File: config.mk
export PLATFORM = sky130hd
export DESIGN_NAME = vga_sync_monitor
export DESIGN_NICKNAME = d
export VERILOG_FILES = /design/src/rtl/vga_mon_pkg.sv /design/src/rtl/vga_mon_edge_sync.sv /design/src/rtl/vga_sync_monitor.sv
export SDC_FILE = /design/constraint.sdc
export NUM_CORES = 1
export LEC_CHECK = 0
export CAP_MARGIN = 5
export CORE_MARGIN = 5
export CORE_UTILIZATION = 45
export DETAILED_ROUTE_END_ITERATION = 12
export DONT_BUFFER_PORTS = 1
export PLACE_DENSITY = 0.66
export RECOVER_POWER = 50
export SETUP_SLACK_MARGIN = 0.05
export SYNTH_ARGS = -nofsm -noshare
export SYNTH_HDL_FRONTEND = slang
export SYNTH_HIERARCHICAL = 1
export SYNTH_SLANG_ARGS = --single-unit
export TNS_END_PERCENT = 5
File: constraint.sdc
create_clock -name clk -period 4 [get_ports clk]
set_clock_uncertainty 0.2 [all_clocks]
set_input_delay 0.6 -clock clk [delete_from_list [all_inputs] [get_ports clk]]
set_output_delay 0.6 -clock clk [all_outputs]
set_load 0.02 [all_outputs]
File: src/rtl/vga_mon_pkg.sv
// Shared constants and FSM encoding for the VGA sync monitor.
package vga_mon_pkg;

    localparam int unsigned H_ACT_START = 144;
    localparam int unsigned H_ACT_END   = 784;
    localparam int unsigned V_ACT_START = 35;
    localparam int unsigned V_ACT_END   = 515;

    typedef enum logic [1:0] {
        SEARCH  = 2'd0,
        ACQUIRE = 2'd1,
        LOCKED  = 2'd2
    } mon_state_t;

endpackage

File: src/rtl/vga_mon_edge_sync.sv
// Two-flop synchronizer with registered rise/fall pulses; level is aligned with the pulses.
module vga_mon_edge_sync #(
    parameter logic RESET_VAL = 1'b1
) (
    input  logic clk,
    input  logic rst_l,
    input  logic din,
    output logic level,
    output logic rise,
    output logic fall
);

    logic meta;
    logic sync;

    always_ff @(posedge clk) begin
        if (!rst_l) begin
            meta  <= RESET_VAL;
            sync  <= RESET_VAL;
            level <= RESET_VAL;
            rise  <= 1'b0;
            fall  <= 1'b0;
        end else begin
            meta  <= din;
            sync  <= meta;
            level <= sync;
            rise  <= sync & ~level;
            fall  <= ~sync & level;
        end
    end

endmodule

File: src/rtl/vga_sync_monitor.sv
// Recovers pixel/line position from VGA syncs, checks timing and tracks lock.
// Optional bright-window check enabled by defining VGA_MON_BRIGHT_CHECK_EN.
module vga_sync_monitor
    import vga_mon_pkg::*;
#(
    parameter int unsigned CLKS_PER_PIXEL = 4,
    parameter int unsigned H_TOTAL        = 800,
    parameter int unsigned V_TOTAL        = 525,
    parameter int unsigned HSYNC_W        = 96,
    parameter int unsigned VSYNC_W        = 2
) (
    input  logic       clk,
    input  logic       rst_l,
    input  logic       hSync,
    input  logic       vSync,
    input  logic       bright,
    output logic [9:0] hCount_rx,
    output logic [9:0] vCount_rx,
    output logic       pix_valid,
    output logic       frame_start,
    output logic       locked,
    output logic       err_h,
    output logic       err_v,
    output logic       err_b,
    output logic [7:0] err_count
);

    localparam int unsigned LINE_CLKS  = H_TOTAL * CLKS_PER_PIXEL;
    localparam int unsigned HSYNC_CLKS = HSYNC_W * CLKS_PER_PIXEL;
    localparam int unsigned DIV_W      = (CLKS_PER_PIXEL > 1) ? $clog2(CLKS_PER_PIXEL) : 1;
    localparam int unsigned HCNT_W     = $clog2(LINE_CLKS + 1);

    logic h_lvl, h_rise, h_fall;
    logic v_lvl, v_rise, v_fall;
    logic b_lvl, b_rise, b_fall;

    vga_mon_edge_sync #(.RESET_VAL(1'b1)) u_hsync (
        .clk(clk), .rst_l(rst_l), .din(hSync), .level(h_lvl), .rise(h_rise), .fall(h_fall)
    );
    vga_mon_edge_sync #(.RESET_VAL(1'b1)) u_vsync (
        .clk(clk), .rst_l(rst_l), .din(vSync), .level(v_lvl), .rise(v_rise), .fall(v_fall)
    );
    vga_mon_edge_sync #(.RESET_VAL(1'b0)) u_bright (
        .clk(clk), .rst_l(rst_l), .din(bright), .level(b_lvl), .rise(b_rise), .fall(b_fall)
    );

    logic [DIV_W-1:0]  div;
    logic [HCNT_W-1:0] h_cnt;
    logic              h_armed, h_over, v_armed;
    logic [9:0]        v_next;
    logic              raw_h, raw_v, raw_b, any_err;
    logic              frame_err, prev_bad;
    mon_state_t        state;
    logic              unused_sigs;

    // A vSync rise usually lands on an hSync fall, so it is judged against the post-edge line count.
    always_comb begin
        v_next = vCount_rx;
        if (v_fall)
            v_next = '0;
        else if (h_fall)
            v_next = vCount_rx + 10'd1;
    end

    always_comb begin
        raw_h = 1'b0;
        if (h_armed && !h_over) begin
            if (h_fall)
                raw_h = (h_cnt != HCNT_W'(LINE_CLKS - 1));
            else
                raw_h = (h_cnt == HCNT_W'(LINE_CLKS - 1));
        end
        if (h_armed && h_rise && (h_cnt != HCNT_W'(HSYNC_CLKS - 1)))
            raw_h = 1'b1;
        raw_v = v_armed && ((v_fall && (vCount_rx != 10'(V_TOTAL - 1))) ||
                            (v_rise && (v_next != 10'(VSYNC_W))));
        if (state == SEARCH) begin
            raw_h = 1'b0;
            raw_v = 1'b0;
        end
    end

`ifdef VGA_MON_BRIGHT_CHECK_EN
    logic in_window;
    assign in_window = (hCount_rx >= 10'(H_ACT_START)) && (hCount_rx < 10'(H_ACT_END)) &&
                       (vCount_rx >= 10'(V_ACT_START)) && (vCount_rx < 10'(V_ACT_END));
    assign raw_b       = pix_valid && (b_lvl != in_window) && (state != SEARCH);
    assign unused_sigs = &{1'b0, h_lvl, v_lvl, b_rise, b_fall};
`else
    assign raw_b       = 1'b0;
    assign unused_sigs = &{1'b0, h_lvl, v_lvl, b_lvl, b_rise, b_fall};
`endif

    assign any_err = raw_h | raw_v | raw_b;

    always_ff @(posedge clk) begin
        if (!rst_l) begin
            div       <= '0;
            hCount_rx <= '0;
            vCount_rx <= '0;
            pix_valid <= 1'b0;
            h_cnt     <= '0;
            h_armed   <= 1'b0;
            h_over    <= 1'b0;
            v_armed   <= 1'b0;
            err_h     <= 1'b0;
            err_v     <= 1'b0;
            err_b     <= 1'b0;
            err_count <= '0;
        end else begin
            pix_valid <= 1'b0;
            if (h_fall) begin
                div       <= '0;
                hCount_rx <= '0;
            end else if (div == DIV_W'(CLKS_PER_PIXEL - 1)) begin
                div       <= '0;
                pix_valid <= 1'b1;
                if (hCount_rx != 10'(H_TOTAL - 1))
                    hCount_rx <= hCount_rx + 10'd1;
            end else begin
                div <= div + DIV_W'(1);
            end
            vCount_rx <= v_next;

            // h_over marks an overrun already reported, so the late fall stays silent.
            if (h_fall) begin
                h_cnt   <= '0;
                h_armed <= 1'b1;
                h_over  <= 1'b0;
            end else begin
                if (h_cnt != HCNT_W'(LINE_CLKS - 1))
                    h_cnt <= h_cnt + HCNT_W'(1);
                if (h_armed && (h_cnt == HCNT_W'(LINE_CLKS - 1)))
                    h_over <= 1'b1;
            end
            if (v_fall)
                v_armed <= 1'b1;

            err_h <= raw_h;
            err_v <= raw_v;
            err_b <= raw_b;
            if ((err_h || err_v || err_b) && (err_count != 8'hFF))
                err_count <= err_count + 8'd1;
        end
    end

    always_ff @(posedge clk) begin
        if (!rst_l) begin
            state       <= SEARCH;
            locked      <= 1'b0;
            frame_start <= 1'b0;
            frame_err   <= 1'b0;
            prev_bad    <= 1'b0;
        end else begin
            frame_start <= v_fall && (state == LOCKED);
            case (state)
                SEARCH: begin
                    if (v_fall) begin
                        state     <= ACQUIRE;
                        frame_err <= 1'b0;
                    end
                end
                ACQUIRE: begin
                    if (v_fall) begin
                        frame_err <= 1'b0;
                        prev_bad  <= 1'b0;
                        if (!(frame_err || any_err)) begin
                            state  <= LOCKED;
                            locked <= 1'b1;
                        end
                    end else if (any_err) begin
                        frame_err <= 1'b1;
                    end
                end
                LOCKED: begin
                    if (v_fall) begin
                        frame_err <= 1'b0;
                        if (frame_err || any_err) begin
                            if (prev_bad) begin
                                state    <= SEARCH;
                                locked   <= 1'b0;
                                prev_bad <= 1'b0;
                            end else begin
                                prev_bad <= 1'b1;
                            end
                        end else begin
                            prev_bad <= 1'b0;
                        end
                    end else if (any_err) begin
                        frame_err <= 1'b1;
                    end
                end
                default: begin
                    state  <= SEARCH;
                    locked <= 1'b0;
                end
            endcase
        end
    end

endmodule
# --- After elaboration in Yosys (flattened, before gate mapping) ---
# Cells that the tools add are included.
# W data, S select, Z words.
classes:
  shifts: 0
  reduce_logical: 24
  n_addsub: 5
  n_bitwise: 11
  magnitude_cmp: 0
  div_mod_pow: 0
  n_mul: 0
  n_eq_ne: 17
  mux: 29
op_table:
  columns: ["cell", "n"]
  rows:
  - ["$add A10 B1 Y10 const B", 2]
  - ["$mux W10", 2]
  - ["$ne A10 B10 Y1 const B", 2]
  - ["$mux W1", 17]
  - ["$add A12 B1 Y12 const B", 1]
  - ["$eq A12 B12 Y1 const B", 1]
  - ["$mux W2", 6]
  - ["$ne A12 B12 Y1 const B", 1]
  - ["$ne A12 B9 Y1 const B", 1]
  - ["$reduce_and A6 Y1", 2]
  - ["$ne A10 B2 Y1 const B", 1]
  - ["$logic_and A1 B1 Y1", 9]
  - ["$add A8 B1 Y8 const B", 1]
  - ["$ne A2 B1 Y1 const B", 4]
  - ["$ne A8 B8 Y1 const B", 1]
  - ["$not A1 Y1", 6]
  - ["$pmux W2 S3", 1]
  - ["$reduce_and A3 Y1", 2]
  - ["$and A1 B1 Y1", 4]
  - ["$eq A2 B2 Y1 const B", 2]
  - ["$ne A2 B2 Y1 const B", 2]
  - ["$pmux W1 S2", 2]
  - ["$reduce_bool A2 Y1", 2]
  - ["$reduce_or A2 Y1", 2]
  - ["other kinds (10)", 12]
word_totals:
  latchBits: 0
  input_bits: 5
  ram_bits: 0
  regBits: 64
  n_memories: 0
  word_cells: 112
  mem_bits_ro: 0

# --- Longest topological paths before layout ---
logic_depth:
  depth_word: 13
  ltp_mapped: 10
  depth_no_buf: 9

# --- Cells and area by module ---
# The synthesis kept the hierarchy.
by_module_without_submodules:
  columns: ["mod", "cells_each", "n_inst", "area_each_um2"]
  rows:
  - ["vga_sync_monitor", 310, 1, 2680.1]
  - ["vga_mon_edge_sync", 10, 2, 136.4]

# --- Worst setup path after synthesis ---
# No wires, ideal clock.
synth_path:
  path_type: "register to register"
  from: "reg state[0]"
  to: "reg state[0]"
  path_stages_with_launch: 11
  t_arrival_ns: 2.439
  path_buffers: 1
  synth_period_minus_slack_ns: 2.762
  setup_time_ns: 0.123
  slack_ns: 1.238
  required_time_ns: 3.677
  path_cell_list: "dfxtp_1 > inv_1 > ha_1 > buf_6 > or4b_1 > or4_1 > o221ai_2 > nor3b_2 > a2111oi_4 > nor3b_1 > nor3b_1"
synth_between:
  elab_chain_len: 6
synth_rtl:
  columns: ["element", "line_no", "text"]
  rows:
  - ["start, declared", "vga_sync_monitor.sv:53", "mon_state_t state;"]
  - ["start signal, assigned", "vga_sync_monitor.sv:149", "state <= SEARCH;"]
  - ["start signal, assigned", "vga_sync_monitor.sv:159", "state <= ACQUIRE;"]
  - ["start signal, assigned", "vga_sync_monitor.sv:168", "state <= LOCKED;"]
  - ["$logic_not A2 Y1", "vga_sync_monitor.sv:77, vga_sync_monitor.sv:156", null]
  - ["$mux W1", "vga_sync_monitor.sv:77", "if (state == SEARCH) begin"]
  - ["$or A1 B1 Y1", "vga_sync_monitor.sv:94", "assign any_err = raw_h | raw_v | raw_b;"]
  - ["$logic_or A1 B1 Y1", "vga_sync_monitor.sv:167, vga_sync_monitor.sv:178", null]
  - ["$ne A2 B2 Y1 (no source line) or $ne A2 B1 Y1 (tied branches)", null, null]
  - ["$reduce_and A6 Y1 (no source line)", null, null]
# Parallel ways exist; a longest one is shown, timed or not.
# A chain may end at the register's enable or synchronous reset.

# --- Worst setup path after layout ---
layout_path:
  from: "reg vCount_rx[0]"
  to: "reg locked"
layout_between:
  elab_chain_len: 12
layout_rtl:
  columns: ["element", "line_no", "text"]
  rows:
  - ["start, declared", "vga_sync_monitor.sv:18", "output logic [9:0] vCount_rx,"]
  - ["start signal, assigned", "vga_sync_monitor.sv:123", "vCount_rx <= v_next;"]
  - ["$add A10 B1 Y10", "vga_sync_monitor.sv:62", "v_next = vCount_rx + 10'd1;"]
  - ["$mux W10", "vga_sync_monitor.sv:61", "else if (h_fall)"]
  - ["$mux W10", "vga_sync_monitor.sv:59", "if (v_fall)"]
  - ["$ne A10 B2 Y1", "vga_sync_monitor.sv:76", "(v_rise && (v_next != 10'(VSYNC_W))));"]
  - ["$logic_and A1 B1 Y1", "vga_sync_monitor.sv:76", null]
  - ["$logic_or A1 B1 Y1 (*)", "vga_sync_monitor.sv:75", "raw_v = v_armed && ((v_fall && (vCount_rx != 10'(V_TOTAL - 1))) ||"]
  - ["$logic_and A1 B1 Y1 (*)", "vga_sync_monitor.sv:75", null]
  - ["$mux W1 (*)", "vga_sync_monitor.sv:77", null]
  - ["$or A1 B1 Y1 (*)", "vga_sync_monitor.sv:94", null]
  - ["$logic_or A1 B1 Y1 (*)", "vga_sync_monitor.sv:167, vga_sync_monitor.sv:178", null]
  - ["$ne A2 B2 Y1 (no source line) or $ne A2 B1 Y1 (tied branches)", null, null]
  - ["$reduce_and A6 Y1 (no source line) (*)", null, null]
  - ["end signal, assigned", "vga_sync_monitor.sv:169", "locked <= 1'b1;"]
  - ["end signal, assigned", "vga_sync_monitor.sv:181", "locked <= 1'b0;"]
  - ["end signal, assigned", "vga_sync_monitor.sv:195", "locked <= 1'b0;"]
  - ["end, declared", "vga_sync_monitor.sv:21", "output logic locked,"]
# Mark *: on every way between the ends. The rest lies on a longest branch, timed or not.

==> impl_results.md <==
* Via count normalized by instance count at 5.58
* Buffers inserted during post-CTS setup optimization at 0
* Max Slew Vio Count at 0
* Initial standard-cell utilization of the core at 46.5%
* TritonRoute pass-1 iters at 4
* Switching power at 0.286 mW
* Sequential area share after synthesis at 43.4%
* Initial antenna violation count at 0
* Clock edge transition at the registers on the reported setup and hold paths at 0.07 ns
* Placed wire-length estimate at 3790 um
* Number of buffers on the longest clock path at 2
* Fmax at 333 MHz
* Number of cells after detailed placement at 394
* Critical path launch point type: flop
* Finished Layout Cells at 410
* Iter 0 DRT Violations at 171
* ANT cells at 0
* Number of buffers created by CTS at 9
* Worst-case register-to-register setup slack at 1.00 ns
* Area of the core at 6350 um^2
* Layer with the highest usage after global routing: met2
* Core occupancy in the finished layout at 50.9%
* Post-route ant nets at 0
* Top-area cell type share of the netlist area at 43.4%
* Clock insertion delay at the later pin of the skew report at 0.34 ns
* Buffers & Inverters on Critical Path at 0
* Vias in the first global route at 2,084
* Die width at 91.0 um
* Internal Power at 1.07 mW
* Unrepaired setup endpoints after global routing: no
* Mean instance size in the synthesized netlist at 8.95 um^2
* Post-Syn Instances at 330
* Syn nets at 345
* Met2 GRT Util at 20.1%
* Cell-by-cell listing of the critical path: ha_1, and4_1, o2111ai_1, a31oi_1, nor3b_2, nand2_2, a311oi_1, o21a_1
* GRT Overall Usage at 14.2%
* Share of post-route cells with drive strength above 1 at 7.21%
* Minimum clock period after layout at 3.00 ns
* Total overflow reported by the global router at 0
* P&R area growth vs syn at 9.45%
* Dominant cells by area after synthesis: sky130_fd_sc_hd__dfxtp_1, sky130_fd_sc_hd__nor2_1, sky130_fd_sc_hd__xor2_1, sky130_fd_sc_hd__ha_1, sky130_fd_sc_hd__nand4_1
* Total detailed-routing wirelength at 5620 um
* Number of placement rows at 29
* Power density over the cells at 418 nW/um^2
* Gate family responsible for the most delay along the worst path: simple AND/OR/NAND/NOR gates
* Fraction of the cycle the final worst path needs at 75.0%
* Standby leakage power at 1.14 nW
* Htree depth at 3
* Post-Route Setup TNS at 0 ns
* Wirelength per Cell at 13.7 um
* Yosys synthesis warning count at 6
* Path category of the worst min-delay check: in -> reg
* DRC errors left at 0
* Type of element capturing the critical path: flop
* Critical Path RT at 4.08 ns
* Synth Cell Area at 2950 um^2
* Transition time at the pin with the least slew margin at 0.970 ns
* Final Hold Fails at 0
* Most instantiated flip-flop cell in the synthesis netlist: sky130_fd_sc_hd__dfxtp_1
* Proportion of total power due to net switching at 21.2%
* CTS Hold Buffers Added at 0
* Status: completed
* Type of the worst setup path: reg -> reg
* Endpoints failing setup at 0
* CP Max Fanout at 11
* Wire length of the first global-routing pass at 9850 um
* Worst max-slew margin expressed relative to the limit at 35.4%
* Most frequent cell after synthesis: sky130_fd_sc_hd__dfxtp_1
* Cells resized by post-CTS repair at 0
* Floorplan die area at 8280 um^2
* Worst path setup slack after routing at 1.00 ns
* Worst path max stage delay at 0.69 ns
* # port buffers at 0
* Design Power at 1.35 mW
* Peak supply drop at 0.237 mV
* Root Buffer Master: sky130_fd_sc_hd__clkbuf_8
* Flip-flop and latch count after synthesis at 64
* Total via count after detailed routing at 2,288
* Number of enable-type register cells in the synthesized netlist at 0
* Pre-CTS setup slack at 1.04 ns
* Relative contribution of the clock network to total power at 48.2%
* Power share of the sequential group at 48.9%
* Crit path arrival time at 3.08 ns
* Most numerous cell types in the synthesized netlist: sky130_fd_sc_hd__dfxtp_1, sky130_fd_sc_hd__nor2_1, sky130_fd_sc_hd__xor2_1
* DIE HEIGHT at 91.0 um
* Maxcap violations at 0
* Async SR Flop Fraction at 0%
* Cell accounting for the most synthesized area: sky130_fd_sc_hd__dfxtp_1
* Count of unique library cells instantiated by Yosys at 51
* Global placer's final weighted congestion at 0.847
* # fillers at 617
* Top-level I/O count at 39
* Final-stage net count at 343
* Sink Count at 64
* Master of the slowest instance on the critical path: sky130_fd_sc_hd__dfxtp_1
* Combinational power share at 2.9%
* CTS tree: built
* Largest net degree at the start of global routing at 27
* GR Layer Usage met1 at 18.6%
* Met3 usage in global routing at 6.03%
## final cells by class
| class | instances | area [um^2] | share of cell area [%] |
|---|---|---|---|
| Clock buffer | 12 | 165 | 5.11 |
| Clock inverter | 4 | 75.1 | 2.32 |
| Inverter | 10 | 37.5 | 1.16 |
| Multi-Input combinational cell | 242 | 1570 | 48.5 |
| Sequential cell | 64 | 1280 | 39.6 |
| Tap cell | 77 | 96.3 | 2.98 |
| Timing Repair Buffer | 1 | 7.51 | 0.232 |
## worst register-to-register path: stages, from the launching register on
cell	delay, ns
sky130_fd_sc_hd__dfxtp_1	0.69
sky130_fd_sc_hd__ha_1	0.42
sky130_fd_sc_hd__and4_1	0.23
sky130_fd_sc_hd__o2111ai_1	0.13
sky130_fd_sc_hd__a31oi_1	0.23
sky130_fd_sc_hd__nor3b_2	0.40
sky130_fd_sc_hd__nand2_2	0.18
sky130_fd_sc_hd__a311oi_1	0.31
sky130_fd_sc_hd__o21a_1	0.14
## power by group through the flow
stage	clock (mW)	combinational, mW	sequential [mW]
floorplan	0	0.0372	0.672
global placement	0	0.0387	0.676
detailed placement	0	0.0391	0.676
CTS	0.667	0.0391	0.661
global route	0.700	0.0462	0.663
finish	0.652	0.0388	0.662
## final timing paths
path / to / startpoint / cells after the start
worst min-delay path: u_vsync/sync / rst_l / 1
worst min register to register: u_vsync/sync / u_vsync/meta / 1
worst max-delay path: locked / vCount_rx[0] / 8
worst max register to register: locked / vCount_rx[0] / 8
## kinds of logic (layout without fill, tap and decap cells)
logic type,Yosys count,count (layout),synth area share [%]
other,1,1,0.127
AOI/OAI and AO/OA,44,44,10.4
buffers and inverters,24,27,3.47
adders and majority gates,10,10,4.24
xor gates and xnor gates,29,29,8.60
DFF,64,64,43.4
muxes,5,5,1.69
and+or+nand+nor,153,153,28.1
## state kept, by name (all words and copies together) (netlist names), 2 cells and up
signal and cells:
div 2, err_count 8, h_cnt 12, vCount_rx 10, hCount_rx 10, state 2
## per-stage QoR
step           instance area (um^2)  hold slack, ns
3_5_place_dp                   2990           0.197
4_1_cts                        3230           0.119
2_1_floorplan                  2950           0.186
3_3_place_gp                   2990           0.188
6_report                       3230           0.137
5_1_grt                        3230           0.111
## layout by cell type, fill, tap and decap left out, types with 2 or more instances in the layout
cell,netlist,routed
sky130_fd_sc_hd__clkinvlp_4,0,2
sky130_fd_sc_hd__xor2_1,19,19
sky130_fd_sc_hd__inv_1,9,9
sky130_fd_sc_hd__dfxtp_1,64,64
sky130_fd_sc_hd__mux2i_1,5,5
sky130_fd_sc_hd__and3b_1,4,4
sky130_fd_sc_hd__a311oi_1,2,2
sky130_fd_sc_hd__o21ai_0,11,11
sky130_fd_sc_hd__and2_1,2,2
sky130_fd_sc_hd__nor3b_1,5,5
sky130_fd_sc_hd__a21oi_1,13,13
sky130_fd_sc_hd__nand2b_1,9,9
sky130_fd_sc_hd__nor3_1,8,8
sky130_fd_sc_hd__a41oi_1,2,2
sky130_fd_sc_hd__a31oi_1,2,2
sky130_fd_sc_hd__and4_1,3,3
sky130_fd_sc_hd__nand3_1,11,11
sky130_fd_sc_hd__xnor2_1,10,10
sky130_fd_sc_hd__and3_1,6,6
sky130_fd_sc_hd__nand3b_1,3,3
sky130_fd_sc_hd__nand4_1,17,17
sky130_fd_sc_hd__nor2_1,50,50
sky130_fd_sc_hd__a211oi_1,3,3
sky130_fd_sc_hd__nand2_1,15,15
sky130_fd_sc_hd__nor4b_1,3,3
sky130_fd_sc_hd__ha_1,10,10
sky130_fd_sc_hd__o21a_1,2,2
sky130_fd_sc_hd__nor2b_1,2,2
sky130_fd_sc_hd__bufinv_16,0,2
sky130_fd_sc_hd__or3_1,7,7
sky130_fd_sc_hd__clkbuf_8,0,12
## metal layers
layer	up-vias	share of wire [%]
met5	-	0
met4	0	1.8
met3	8	7.8
met2	61	43
met1	1058	47
li1	1161	-
No activity file was read; power rests on OpenSTA's default activity.
